<file path="src/rtl/mem_bus_arbiter.sv">
// Shares one RAM port between the I/D requests of two caches; data beats fetch, round-robin per class.
// Latency: grant drives RAM the cycle after IDLE arbitration; waits drop combinationally on ACCESS.
// Backpressure: a grant is held through FREE/BUSY/ERROR until ACCESS or until the requester withdraws.
module mem_bus_arbiter #(
    parameter int CPUS   = 2,
    parameter int WORD_W = 32
) (
    input  logic                     CLK,
    input  logic                     nRST,
    input  logic [CPUS-1:0]          iREN,
    input  logic [CPUS-1:0]          dREN,
    input  logic [CPUS-1:0]          dWEN,
    input  logic [CPUS*WORD_W-1:0]   iaddr,
    input  logic [CPUS*WORD_W-1:0]   daddr,
    input  logic [CPUS*WORD_W-1:0]   dstore,
    output logic [CPUS-1:0]          iwait,
    output logic [CPUS-1:0]          dwait,
    output logic [CPUS*WORD_W-1:0]   iload,
    output logic [CPUS*WORD_W-1:0]   dload,
    output logic [WORD_W-1:0]        ramaddr,
    output logic [WORD_W-1:0]        ramstore,
    output logic                     ramREN,
    output logic                     ramWEN,
    input  logic [WORD_W-1:0]        ramload,
    input  logic [1:0]               ramstate
);

    generate
        if (CPUS != 2) begin : g_bad_cpus
            $error("mem_bus_arbiter supports exactly two CPUs");
        end
    endgenerate

    typedef enum logic [1:0] {IDLE, GNT_D, GNT_I} state_t;
    localparam logic [1:0] RAM_ACCESS = 2'd2;

    state_t          state_q, state_d;
    logic            grant_cpu_q, grant_cpu_d;
    logic            rr_data_q, rr_data_d;
    logic            rr_inst_q, rr_inst_d;
    logic [CPUS-1:0] d_req;

    // Both requesting: the pointer decides; otherwise whoever is asking.
    function automatic logic pick(input logic [CPUS-1:0] req, input logic rr);
        return (&req) ? rr : req[1];
    endfunction

    assign d_req = dREN | dWEN;
    assign iload = {CPUS{ramload}};
    assign dload = {CPUS{ramload}};

    always_comb begin
        state_d     = state_q;
        grant_cpu_d = grant_cpu_q;
        rr_data_d   = rr_data_q;
        rr_inst_d   = rr_inst_q;
        ramREN      = 1'b0;
        ramWEN      = 1'b0;
        ramaddr     = '0;
        ramstore    = '0;
        iwait       = '1;
        dwait       = '1;

        case (state_q)
            IDLE: begin
                if (|d_req) begin
                    state_d     = GNT_D;
                    grant_cpu_d = pick(d_req, rr_data_q);
                end else if (|iREN) begin
                    state_d     = GNT_I;
                    grant_cpu_d = pick(iREN, rr_inst_q);
                end
            end
            GNT_D: begin
                if (!d_req[grant_cpu_q]) begin
                    state_d = IDLE;
                end else begin
                    ramaddr = daddr[grant_cpu_q*WORD_W +: WORD_W];
                    if (dWEN[grant_cpu_q]) begin
                        ramWEN   = 1'b1;
                        ramstore = dstore[grant_cpu_q*WORD_W +: WORD_W];
                    end else begin
                        ramREN = 1'b1;
                    end
                    if (ramstate == RAM_ACCESS) begin
                        dwait[grant_cpu_q] = 1'b0;
                        state_d            = IDLE;
                        rr_data_d          = ~grant_cpu_q;
                    end
                end
            end
            GNT_I: begin
                if (!iREN[grant_cpu_q]) begin
                    state_d = IDLE;
                end else begin
                    ramREN  = 1'b1;
                    ramaddr = iaddr[grant_cpu_q*WORD_W +: WORD_W];
                    if (ramstate == RAM_ACCESS) begin
                        iwait[grant_cpu_q] = 1'b0;
                        state_d            = IDLE;
                        rr_inst_d          = ~grant_cpu_q;
                    end
                end
            end
            default: state_d = IDLE;
        endcase

        // Reset is synchronous, so mask the RAM side and waits while it is held.
        if (!nRST) begin
            ramREN   = 1'b0;
            ramWEN   = 1'b0;
            ramaddr  = '0;
            ramstore = '0;
            iwait    = '1;
            dwait    = '1;
        end
    end

    always_ff @(posedge CLK) begin
        if (!nRST) begin
            state_q     <= IDLE;
            grant_cpu_q <= 1'b0;
            rr_data_q   <= 1'b0;
            rr_inst_q   <= 1'b0;
        end else begin
            state_q     <= state_d;
            grant_cpu_q <= grant_cpu_d;
            rr_data_q   <= rr_data_d;
            rr_inst_q   <= rr_inst_d;
        end
    end

endmodule

</file>
<file path="config.mk">
export PLATFORM = sky130hd
export DESIGN_NAME = mem_bus_arbiter
export DESIGN_NICKNAME = d
export VERILOG_FILES = /design/src/rtl/mem_bus_arbiter.sv
export SDC_FILE = /design/constraint.sdc
export NUM_CORES = 1
export LEC_CHECK = 0
export ABC_AREA = 0
export CAP_MARGIN = 20
export CORE_AREA = 8 8 163 165
export DETAILED_ROUTE_END_ITERATION = 16
export DIE_AREA = 0 0 171 173
export GPL_ROUTABILITY_DRIVEN = 0
export PLACE_DENSITY = 0.57
export SYNTH_ARGS = -nofsm -noshare
export SYNTH_HDL_FRONTEND = slang
export SYNTH_SLANG_ARGS = --single-unit
export TNS_END_PERCENT = 50
</file>
<file path="constraint.sdc">
create_clock -name CLK -period 1.5 [get_ports CLK]
set_input_delay 0.225 -clock CLK [delete_from_list [all_inputs] [get_ports CLK]]
set_output_delay 0.225 -clock CLK [all_outputs]
set_load 0.01 [all_outputs]
</file>
-- Yosys cells after proc, flatten, opt, wreduce, memory -nomap -nowiden
Index checks and enable logic that the tools add are counted.
Widths: inputs -> output; s select.
- magnitude comparators: 2
- equal/unequal tests: 4
- shift-type cells: 3
- multiplexer cells: 42
- bitwise operators: 3
- reductions and logical operators: 10
- operator list (cell ; count):
    $mux 32 ; 7
    $shiftx 64x7->32 ; 3
    $pmux 32 s2 ; 1
    $mux 2 ; 12
    $mux 1 ; 19
    $pmux 2 s3 ; 1
    $reduce_and 2->1 ; 3
    $reduce_and 3->1 ; 2
    $eq 2x2->1 const B ; 2
    $reduce_or 2->1 ; 2
    $ne 3x3->1 const B ; 1
    $eq 2x1->1 const B ; 1
    $logic_not 2->1 ; 1
    $lt 1x2->1 const B ; 1
    $not 2->2 ; 1
    $or 2x2->2 ; 1
    $pmux 1 s2 ; 1
    $reduce_bool 2->1 ; 1
    $demux 1 s1 ; 1
    $ge 1x1->1 const B ; 1
    $logic_and 1x1->1 ; 1
    $not 1->1 ; 1
- bits in registers: 5
- bits of input ports: 234
- logic and storage cells: 68

-- Logic depth before layout (Yosys ltp)
Gate-level depths: netlist (run 1).
- depth in word-level cells: 9
- depth in mapped cells: 6

-- Worst setup path after synthesis (run 1)
OpenSTA, ideal clock, no wires.
- path type: reg-to-output
- start point: register grant_cpu_q
- end point: output ramaddr[10]
- data arrival time: 1301 ps
- data required time: 1275 ps
- path slack: -26 ps
- stages on the path, launching flop included: 6
- cell sequence: dfxtp_1 > or3b_1 > nand3_2 > buf_6 > o22ai_1 > and3_1
- word-level cells in the longest chain between the ends: 5
- RTL lines (what ; RTL line ; RTL):
    from (decl) ; 38 ; logic grant_cpu_q, grant_cpu_d;
    from (signal assigned) ; 127 ; grant_cpu_q <= grant_cpu_d;
    branches (longest 3 deep; another with $shiftx 64x7->32) ; - ;
    $pmux 32 s2 (*) ; 64 ; case (state_q)
    $mux 32 (*) ; 109 ; if (!nRST) begin
    to (decl) ; 20 ; output logic [WORD_W-1:0] ramaddr,
Every way passes the cells marked *. The select of a mux whose other input is x is not followed.

-- Worst setup path in the final report (run 1)
- start point: register grant_cpu_q
- end point: output ramaddr[3]
The elaborated chain is that of the path after synthesis.

==> reports/qor.csv, run 1 <==
metric,value,unit
status,finished with violations,
failing checks,negative setup slack,
DR WL met3,1.38,mm
Vias per Instance,3.76,
crit end category,output pin,
max-slew violations,0,
Clock Root Buffer,clkbuf_16,
worst skew pair latency,0.23,ns
"delay-heaviest family, CP",simple AND/OR/NAND/NOR gates,
WL final,16.0,mm
Met2 Wirelength,7.96,mm
Hold Slack,0.450,ns
# rows,57,
final setup margin,-0.561,ns
post-synthesis cell count,400,
die area,29600,µm²
r2r worst-path depth,5,
Pre-antenna DRT Iters,6,
YS warnings,0,
Starting Density,12.7,%
Worst path slowest cell,or3b_4,
clk sinks,5,
CP max stage delay,0.41,ns
critical-path cell list,or3b_4 -> nand3_4 -> buf_12 -> buf_12 -> buf_16 -> o22ai_2 -> and3_1 -> buf_2,
ANT nets after route,0,
Final HPWL DP,12.4,mm
Power Density,371,nW/µm²
Final Setup Violations,72,
most frequent cells in the layout,"clkdlybuf4s50_1 (195), mux2i_1 (95), buf_2 (44)",
"Arr. time, crit path",1.84,ns
Max-cap violations,0,
Tcrit/Tclk final,137,%
R2R Setup Slk,-0.01,ns
Post-Syn Area,3040,µm²
final instance area,6080,µm²
total gr overflow,0,
Worst Hold Depth,0,
"Seq/Total Area, Yosys",3.29,%
largest net degree at the start of global routing,34,
Buf/Inv on CP,4,
Via Count,3395,
Levels on crit path,8,
DRT met1 WL,6.19,mm
reg2reg end,state_q[1],
Final Power,0.00225,W
CP Max Fanout,6,
post-route DRC violation count,0,
diodes inserted,0,
final hold vios,0,
Fin Clk Skew,0.00115,ns
number of H-tree levels,1,
hold endpoint,dload[26],
CP most frequent cell,buf_12,
Max transition margin,79.7,%
CTS tree,yes,
critical path type,flop to output pin,
first-pass GRT wire length,23.2,mm
leakage power,2.42,nW
post-DR wirelength/cell,17.7,µm
IO buf count,271,
Hold Crit Start,ramload[26],
CORE AREA,24000,µm²
initial antenna violation count,2,
peak supply drop,0.333,mV
TritonCTS Buffers,3,
area grow syn2layout,100,%
Hold Path Class,input pin to output pin,
Worst-Margin Slew,0.296,ns
number of global-route vias before repair,3735,
Die Width,171,µm
post-cts hold buffer count,0,
layout cell share with drive strength beyond 1,34.4,%
"Avg Cell Area, Syn",7.60,µm²
nets,817,
clock buffer depth,2,
num ports,432,
Syn Nets,638,
DP Area,5460,µm²
Synth cell types,33,
Worst EP required,1.27,ns
"commonest non-fill, non-tap cell in the layout",clkdlybuf4s50_1,
Critical R2R Launch,state_q[0],
Yosys reg bits,5,
GRT Overall Usage,10.1,%
Peak Freq,485,MHz
CTS clock-pin slew for the worst setup and hold paths,0.03,ns
minimum clock period,2.06,ns
highest metal used,met5,
DR iter-0 viols,75,
Worst Setup Start Kind,flop,
RSZ-0062 raised after global routing,yes,
DIE HEIGHT,173,µm
## registers in the layout, indices dropped and copies added (netlist names)
name,count
state_q,2
rr_data_q,1
rr_inst_q,1
grant_cpu_q,1
## worst register-to-register path, stage by stage (launching register included)
cell,delay (ns)
dfxtp_2,0.33
buf_4,0.14
ha_1,0.19
or3b_2,0.47
o22ai_2,0.17
a22o_1,0.15
## synthesized netlist by cell type
cell,number,area share (%)
o22ai_1,33,6.8
nor4_1,1,0.21
a32o_1,2,0.66
dfxtp_1,5,3.3
buf_2,9,1.5
a32oi_1,1,0.29
nand3_1,1,0.16
nor3_1,2,0.33
clkbuf_1,7,0.86
or3b_2,1,0.29
nor2_1,34,4.2
nand2_1,9,1.1
nand3_2,2,0.66
buf_6,3,1.1
a21boi_0,1,0.25
a21o_1,1,0.25
a211o_1,1,0.29
and2_1,1,0.21
mux2_2,2,0.74
inv_1,3,0.37
ha_1,4,1.6
nand4_1,1,0.21
a21bo_2,1,0.33
or3b_1,1,0.29
o21ai_0,3,0.49
a22o_1,1,0.29
nand2b_1,1,0.21
mux2i_1,96,32
and3_1,34,7.0
buf_4,136,34
and3_4,1,0.37
or3_1,1,0.21
nor2b_1,1,0.21
## final cells by class
class,instances,area (µm²)
repair buffers,329,3330
flip-flops and latches,5,106
well taps,324,405
inverters,3,13.8
clock buffers,4,78.8
fillers,2664,17900
multi-input cells,237,2150
## what timing repair did
item,in CTS,in global routing
setup endpoints to repair,73,75
setup buffers,17,2
pin swaps,91,14
resized for setup,361,61
cloned,8,0
hold endpoints to repair,0,0
## report_power, final
group          internal (W)  switching [W]  leakage [nW]  total (W)
combinational       0.00104       0.000622          2.34    0.00167
sequential         0.000141     0.00000715        0.0422   0.000148
clock              0.000352      0.0000869        0.0382   0.000439
total               0.00154       0.000716          2.42    0.00225
## worst max path at each step
stage,endpoint,slack (ns),startpoint
finish,ramaddr[3],-0.56,grant_cpu_q
detailed placement,ramaddr[26],-0.94,dWEN[1]
floorplan,ramaddr[10],-0.009,grant_cpu_q
CTS,ramaddr[7],-0.58,grant_cpu_q
global placement,ramaddr[26],-0.94,dWEN[1]
global route,ramaddr[3],-0.62,grant_cpu_q
## cell families after synthesis
family	Yosys count	synth area share, %
AOI/OAI and AO/OA	44	9.63
adders and majority gates	4	1.65
DFF	5	3.29
and+or+nand+nor	91	15.6
buffers and inverters	158	37.4
muxes	98	32.4
## metal layers
metal / vias up / GRT usage, %
met5: - / 0
met4: 2 / 3.15
met3: 51 / 3.10
met2: 175 / 17.4
met1: 1524 / 11.8
li1: 1643 / -
## through the flow
stage	utilization [%]	TNS, ns	std cells	setup WS [ns]
global route	25.4	-36.98	902	-0.622
global placement	22.8	-60.79	878	-0.939
detailed placement	22.8	-61.02	878	-0.944
CTS	24.6	-35.44	904	-0.583
floorplan	-	-0.246	400	-0.00875
finish	25.4	-33.02	902	-0.561
No activity file was read; power rests on OpenSTA's default activity.
==> run 2, diff against run 1 <==
--- a/config.mk
+++ b/config.mk
@@ -7,11 +7,11 @@
 export LEC_CHECK = 0
 export ABC_AREA = 0
 export CAP_MARGIN = 20
-export CORE_AREA = 8 8 163 165
+export CORE_AREA = 3 3 167 169
 export DETAILED_ROUTE_END_ITERATION = 16
-export DIE_AREA = 0 0 171 173
+export DIE_AREA = 0 0 170 172
 export GPL_ROUTABILITY_DRIVEN = 0
-export PLACE_DENSITY = 0.57
+export PLACE_DENSITY = 0.53
 export SYNTH_ARGS = -nofsm -noshare
 export SYNTH_HDL_FRONTEND = slang
 export SYNTH_SLANG_ARGS = --single-unit
==> reports/qor.csv, run 2 (synthesis results as in run 1) <==
metric,value,unit,change
CORE AREA,26700,µm²,was 24000 µm²
Vias per Instance,3.66,,was 3.76
first-pass GRT wire length,19.1,mm,was 23.2 mm
max-slew violations,0,,unchanged
Met2 Wirelength,7.90,mm,was 7.96 mm
critical-path cell list,or3b_4 -> and3_4 -> nand3_4 -> buf_12 -> buf_8 -> buf_4 -> nor2_2 -> buf_2,,was or3b_4 -> nand3_4 -> buf_12 -> buf_12 -> buf_16 -> o22ai_2 -> and3_1 -> buf_2
WL final,16.1,mm,was 16.0 mm
Worst Setup Start Kind,flop,,unchanged
nets,830,,was 817
number of global-route vias before repair,3188,,was 3735
highest metal used,met4,,was met5
Largest Register,state_q,,unchanged
worst skew pair latency,0.23,ns,about the same
status,finished with violations,,unchanged
DR WL met3,1.05,mm,was 1.38 mm
Max transition margin,77.3,%,was 79.7%
Buf/Inv on CP,4,,unchanged
GRT Overall Usage,8.38,%,was 10.1%
layout cell share with drive strength beyond 1,33.7,%,was 34.4%
Final HPWL DP,11.9,mm,was 12.4 mm
critical path type,flop to output pin,,unchanged
ANT nets after route,0,,unchanged
CTS clock-pin slew for the worst setup and hold paths,0.04,ns,was 0.03 ns
"delay-heaviest family, CP",simple AND/OR/NAND/NOR gates,,unchanged
clock buffer depth,2,,unchanged
FF/Latch Area,105,µm²,was 106 µm²
Peak Freq,490,MHz,was 485 MHz
final setup margin,-0.542,ns,was -0.561 ns
total gr overflow,0,,unchanged
pre-CTS setup slack,-0.899,ns,was -0.944 ns
initial antenna violation count,0,,was 2
number of H-tree levels,1,,unchanged
Die Width,170,µm,was 171 µm
leakage power,2.45,nW,was 2.42 nW
Power Density,370,nW/µm²,was 371 nW/µm²
Starting Density,11.4,%,was 12.7%
largest net degree at the start of global routing,34,,unchanged
Clock Root Buffer,clkbuf_16,,unchanged
IO buf count,271,,unchanged
fillers,2977,,was 2664
Worst EP required,1.27,ns,about the same
post-cts hold buffer count,0,,unchanged
multi-input logic area,2070,µm²,was 2150 µm²
Final Setup Violations,72,,unchanged
minimum clock period,2.04,ns,was 2.06 ns
"non-filler cells, final",932,,was 902
clk sinks,5,,unchanged
CP Max Fanout,7,,was 6
Final Power,0.00219,W,was 0.00225 W
Worst-Margin Slew,0.331,ns,was 0.296 ns
max reg flops,2,,unchanged
final hold vios,0,,unchanged
post-route DRC violation count,0,,unchanged
most frequent cells in the layout,"clkdlybuf4s50_1 (195), mux2i_1 (94), buf_2 (57)",,"was clkdlybuf4s50_1 (195), mux2i_1 (95), buf_2 (44)"
number of cells after detailed placement,906,,was 878
post-DR wirelength/cell,17.3,µm,was 17.7 µm
Pre-antenna DRT Iters,4,,was 6
RSZ-0062 raised after global routing,yes,,unchanged
CTS tree,yes,,unchanged
TritonCTS Buffers,3,,unchanged
DRT met1 WL,6.86,mm,was 6.19 mm
Hold Path Class,input pin to output pin,,unchanged
crit end category,output pin,,unchanged
num ports,432,,unchanged
DR iter-0 viols,110,,was 75
peak supply drop,0.255,mV,was 0.333 mV
die area,29200,µm²,was 29600 µm²
diodes inserted,0,,unchanged
Via Count,3412,,was 3395
Tcrit/Tclk final,136,%,was 137%
failing checks,negative setup slack,,unchanged
CP max stage delay,0.41,ns,about the same
Max-cap violations,0,,unchanged
area grow syn2layout,94.3,%,was 100%
DIE HEIGHT,172,µm,was 173 µm
# rows,60,,was 57
"Arr. time, crit path",1.82,ns,was 1.84 ns
Fin Clk Skew,0.00148,ns,was 0.00115 ns
"commonest non-fill, non-tap cell in the layout",clkdlybuf4s50_1,,unchanged
Worst path slowest cell,or3b_4,,unchanged
run 2: cell count changes in the layout (fill, tap and decap cells not counted), sizes merged:
cell / before / now
dlygate4sd2: 5 / 4
clkbuf: 4 / 15
dlymetal6s2s: 0 / 1
buf: 129 / 131
run 2: report_power, final:
part	switching, W	internal, W	total, W
Clock	0.0000963	0.000353	0.000449
Combinational	0.000598	0.000989	0.00159
Sequential	0.00000823	0.000141	0.000149
Total	0.000703	0.00148	0.00219
run 2: worst paths after layout:
kind	startpoint	end	slack (ns)	cells after the start
setup / recovery	grant_cpu_q	ramstore[3]	-0.54	8
hold / removal	ramload[10]	dload[10]	0.45	0
setup reg to reg	state_q[0]	state_q[1]	-0.08	6
hold reg to reg	rr_data_q	rr_data_q	0.52	1
run 2: worst register-to-register path: stages, from the launching register on:
cell and delay [ns]:
dfxtp_2 0.33, buf_6 0.12, buf_4 0.12, ha_1 0.22
or3b_4 0.41, o22ai_2 0.17, a22o_1 0.15
run 2: what timing repair did:
action / 4_1_cts / 5_1_grt
pin swaps: 12 / 54
setup endpoints to repair: 73 / 73
buffers inserted: 2 / 15
gates resized for setup: 246 / 111
cloned: 0 / 6
run 2: cell type report:
class / count / share of cell area, %
sequential: 5 / 1.78
clock buffer: 4 / 1.33
tap: 341 / 7.22
multi-input combinational: 237 / 35.1
inverter: 3 / 0.191
timing repair buffer: 342 / 54.4
run 2: metal layers:
metal,vias to the layer above,GRT usage [%]
met5,-,0
met4,0,2.29
met3,26,2.08
met2,154,14.4
met1,1557,10.4
li1,1675,-
run 2: through the flow:
stage / utilization [%] / setup TNS [ns] / area, µm² / hold WS (ns)
final: 22.1 / -31.90 / 5910 / 0.450
after floorplan: - / -0.246 / 3050 / 0.460
after detailed placement: 20.7 / -60.19 / 5540 / 0.450
after CTS: 20.3 / -37.61 / 5440 / 0.450
after global routing: 22.1 / -36.00 / 5910 / 0.450
after global placement: 20.7 / -60.65 / 5540 / 0.450
==> run 3, diff against run 2 <==
--- a/config.mk
+++ b/config.mk
@@ -11,6 +11,7 @@
 export DETAILED_ROUTE_END_ITERATION = 16
 export DIE_AREA = 0 0 170 172
 export GPL_ROUTABILITY_DRIVEN = 0
+export MAX_ROUTING_LAYER = met4
 export PLACE_DENSITY = 0.53
 export SYNTH_ARGS = -nofsm -noshare
 export SYNTH_HDL_FRONTEND = slang
==> reports/qor.csv, run 3 (synthesis results as in run 1) <==
metric,value,unit,change
DP Area,5540,µm²,unchanged
Reg power frac,6.8,%,about the same
DIE HEIGHT,172,µm,unchanged
r2r worst-path depth,6,,unchanged
Worst EP required,1.27,ns,about the same
R2R Setup Slk,-0.08,ns,about the same
most frequent cells in the layout,"clkdlybuf4s50_1 (195), mux2i_1 (93), buf_2 (58)",,"was clkdlybuf4s50_1 (195), mux2i_1 (94), buf_2 (57)"
initial antenna violation count,0,,unchanged
fillers,2986,,was 2977
status,finished with violations,,unchanged
Pre-antenna DRT Iters,4,,unchanged
first-pass GRT wire length,19.1,mm,unchanged
max-slew violations,0,,unchanged
final hold vios,0,,unchanged
IO buf count,271,,unchanged
"Arr. time, crit path",1.81,ns,was 1.82 ns
# rows,60,,unchanged
Max transition margin,77.7,%,was 77.3%
Clock power frac,20.5,%,was 20.6%
Hold Path Class,input pin to output pin,,unchanged
Worst Hold Depth,0,,unchanged
number of H-tree levels,1,,unchanged
CP endpoint,ramstore[3],,unchanged
setup TNS,-31.97,ns,was -31.90 ns
Hold Slack,0.450,ns,unchanged
layout cell share with drive strength beyond 1,33.7,%,about the same
DR iter-0 viols,91,,was 110
leakage power,2.43,nW,was 2.45 nW
Clock Root Buffer,clkbuf_16,,unchanged
ANT nets after route,0,,unchanged
nets,829,,was 830
Worst-Margin Slew,0.326,ns,was 0.331 ns
die area,29200,µm²,unchanged
num ports,432,,unchanged
post-route DRC violation count,0,,unchanged
P_sw,0.000705,W,was 0.000703 W
Sw Share,32.2,%,was 32.1%
minimum clock period,2.04,ns,about the same
CP Max Fanout,7,,unchanged
combinational share of power,72.7,%,was 72.6%
RSZ-0062 raised after global routing,yes,,unchanged
largest net degree at the start of global routing,34,,unchanged
CORE AREA,26700,µm²,unchanged
pre-CTS setup slack,-0.899,ns,unchanged
total gr overflow,0,,unchanged
failing checks,negative setup slack,,unchanged
peak supply drop,0.255,mV,about the same
Worst Setup SP,grant_cpu_q,,unchanged
Max-cap violations,0,,unchanged
Power Density,371,nW/µm²,was 370 nW/µm²
Tcrit/Tclk final,136,%,about the same
CTS tree,yes,,unchanged
final instance area,5900,µm²,was 5910 µm²
"commonest non-fill, non-tap cell in the layout",clkdlybuf4s50_1,,unchanged
clk sinks,5,,unchanged
post-cts hold buffer count,0,,unchanged
Worst Setup Start Kind,flop,,unchanged
Vias per Instance,3.65,,was 3.66
critical path type,flop to output pin,,unchanged
Final Setup Violations,72,,unchanged
TritonCTS Buffers,3,,unchanged
diodes inserted,0,,unchanged
Final HPWL DP,11.9,mm,unchanged
Via Count,3398,,was 3412
final setup margin,-0.537,ns,was -0.542 ns
Starting Density,11.4,%,unchanged
WL final,16.0,mm,was 16.1 mm
Die Width,170,µm,unchanged
Pint,0.00149,W,was 0.00148 W
number of global-route vias before repair,3191,,was 3188
reg2reg end,state_q[1],,unchanged
worst skew pair latency,0.23,ns,about the same
clock buffer depth,2,,unchanged
GRT Overall Usage,8.62,%,was 8.38%
crit end category,output pin,,unchanged
Fin Clk Skew,0.00149,ns,was 0.00148 ns
CTS clock-pin slew for the worst setup and hold paths,0.04,ns,about the same
post-DR wirelength/cell,17.2,µm,was 17.3 µm
Largest Register,state_q,,unchanged
fin util,22.1,%,about the same
area grow syn2layout,94.0,%,was 94.3%
Peak Freq,491,MHz,was 490 MHz
Hold Crit Start,ramload[10],,unchanged
Critical R2R Launch,state_q[0],,unchanged
max reg flops,2,,unchanged
[run 3: cell count changes in the layout (fill, tap and decap cells not counted), moves of 2 or more]
cell,change
o22ai_2,-2
nor2_2,+2
nor2_4,-2
buf_6,-3
mux2i_4,+2
[run 3: worst min path at each step]
stage	slack (ns)	end
6_report	0.45	dload[10]
3_3_place_gp	0.45	iload[34]
5_1_grt	0.45	iload[9]
2_1_floorplan	0.46	rr_inst_q
3_5_place_dp	0.45	iload[34]
4_1_cts	0.45	iload[34]
[run 3: per-layer routing]
layer | part of all wire [%] | GRT usage (%) | vias up
met5 | 0 | - | -
met4 | 1.9 | 2.29 | 0
met2 | 49 | 14.4 | 146
met3 | 6.4 | 1.99 | 33
met1 | 43 | 10.5 | 1545
li1 | - | - | 1674
[run 3: layout make-up]
cell class	instances	area [µm²]	share of cell area, %
timing repair buffer	341	3190	54.1
multi-input combinational	237	2090	35.4
tap	341	427	7.24
sequential	5	105	1.78
clock buffer	4	78.8	1.34
inverter	3	11.3	0.191
[run 3: through the flow]
stage / cells / total power, W
after global routing: 931 / 0.00231
final: 931 / 0.00219
after global placement: 906 / 0.00155
after CTS: 912 / 0.00201
after floorplan: 400 / 0.00101
after detailed placement: 906 / 0.00156
[run 3: worst max-delay path: stages, from the launching register on]
cell,delay [ns]
dfxtp_4,0.36
or3b_4,0.41
and3_4,0.18
nand3_4,0.10
buf_12,0.13
buf_8,0.12
buf_4,0.11
nor2_2,0.03
buf_2,0.14
[run 3: power by group through the flow]
stage               clock network [W]  logic, W  registers, W
floorplan                           0  0.000857      0.000148
global placement                    0   0.00140      0.000150
detailed placement                  0   0.00141      0.000149
CTS                          0.000452   0.00141      0.000149
global route                 0.000462   0.00170      0.000150
finish                       0.000449   0.00159      0.000149
[run 3: repair_timing]
item | in CTS | in global routing
gates resized for setup | 246 | 110
pin swaps | 12 | 54
setup buffers | 2 | 14
gates cloned | 0 | 6
setup endpoints to repair | 73 | 73
==> edit, RTL diff (flow settings as in run 3) <==
Make the reset (`nRST`) asynchronous in one clocked block.
--- a/src/rtl/mem_bus_arbiter.sv
+++ b/src/rtl/mem_bus_arbiter.sv
@@ -116,7 +116,7 @@
         end
     end
 
-    always_ff @(posedge CLK) begin
+    always_ff @(posedge CLK or negedge nRST) begin
         if (!nRST) begin
             state_q     <= IDLE;
             grant_cpu_q <= 1'b0;
Behaviour: no difference found for any inputs over 10 cycles, from zero or initial values and one cycle with nRST low; that may be too few to reach the edited logic, so the function may still have changed.
==> edit against run 3 <==
  * The flow still finishes with violations (negative setup slack)
  * First-iteration DRC count fell by 40%
  * Worst hold slack barely moved
  * Synthesized area rose by 1.1%
  * Fmax fell by 5.0%
  * Register-to-register slack got worse by 200 ps
  * Sequential cell count did not move
  * Worst setup slack got worse by 110 ps
  * Routed wire length rose by 21%
  * Final area rose by 17%
  * Cell count rose by 2.6%
  * Sequential share of layout area rose by 0.086 points
  * Utilization rose by 3.7 points
Power is left out: it rests on default switching activity, and per cell area and clock period it moved more than threefold.
==> edit: results (changes against run 3) <==
* CP top delay family: buffers and inverters (was simple AND/OR/NAND/NOR gates)
* Avg Synthesized Cell Area at 7.625 sq um (was 7.598 sq um)
* Routed vias/inst at 3.855 (was 3.650)
* Register-to-register setup slack at -280 ps (was -80 ps)
* Violated checks: negative setup slack (unchanged)
* Iter 0 DRT Violations at 55 (was 91)
* CP startpoint: grant_cpu_q (unchanged)
* Cells after DPL at 922 (was 906)
* Synth unique cells at 31 (was 33)
* Outcome: complete, but fails checks (unchanged)
* Final nets at 853 (was 829)
* Worst Clk Skew at 0.3792 ps (was 1.494 ps)
* Reg-to-Reg End: state_q[0] (was state_q[1])
* Peak per-stage delay on the critical path at 510 ps (was 410 ps)
* Syn Nets at 641 (was 638)
* Area post-placement at 5659 sq um (was 5542 sq um)
* Final setup fails at 73 (was 72)
* Synth top area cells: buf_4, mux2i_1, and3_1 (unchanged)
* Tot GR Track Use at 11.82% (was 8.624%)
* Top cell type's share of synthesized area at 33.22% (was 33.59%)
* Final worst slack at -643.2 ps (was -536.9 ps)
* End point of the critical path: ramaddr[13] (was ramstore[3])
* Post-DP HPWL at 13950 microns (was 11910 microns)
* Setup_tns at -37850 ps (was -31970 ps)
* Fill cells at 2913 (was 2986)
-- edit: cell types whose count changed after synthesis, sizes merged, moves of 2 or more --
cell / change
dfxtp: -5
o31ai: +2
dfrtp: +5
inv: +3
and3: -2
buf: +2
a211oi: +2
or3b: -2
nand2: -2
o21ai: +4
a32o: -2
-- edit: logic make-up after synthesis --
group           Yosys count  synth area share [%]
flops                     5                 4.072
mux                      98                 32.00
buf+inv                 162                 37.99
simple gates             84                 13.80
fa+ha+maj                 4                 1.629
compound gates           50                 10.50
-- edit: worst min path at each step --
stage,start,endpoint,slack (ps),depth (start not counted)
after floorplan,nRST,grant_cpu_q,-70,0
after global placement,ramload[13],dload[13],450,0
after detailed placement,ramload[13],dload[13],450,0
after CTS,ramload[13],dload[13],450,0
after global routing,ramload[16],iload[16],450,0
final,ramload[16],iload[16],450,0
-- edit: timing repair --
action	CTS	global route
pin swaps	38	47
gates cloned	8	3
gates resized for setup	293	219
buffers inserted	17	11
hold buffers	0	0
endpoints found under the setup margin	73	74
-- edit: routing by layer --
metal	vias to the layer above	part of all wire [%]	wire length, microns	track usage, %
met4	0	3.2	614	3.104
met3	44	8.8	1695	2.972
li1	1718	-	-	-
met1	1629	36	7020	12.49
met5	-	0	0	-
met2	291	52	9976	21.99
-- edit: final cells by class --
cell class,instances,area (sq um),area share [%]
multi-input combinational,236,2457,35.63
tap,341,426.7,6.187
sequential,5,128.9,1.869
inverter,6,30.03,0.4354
clock buffer,4,78.83,1.143
timing repair buffer,363,3775,54.74
-- edit: worst reg2reg max path, cell delays in order, from the launching register on --
cell and delay, ps:
dfrtp_4 550, nor3_4 280, a211o_4 250, buf_8 170, buf_6 120, a211oi_2 70, a22o_1 230
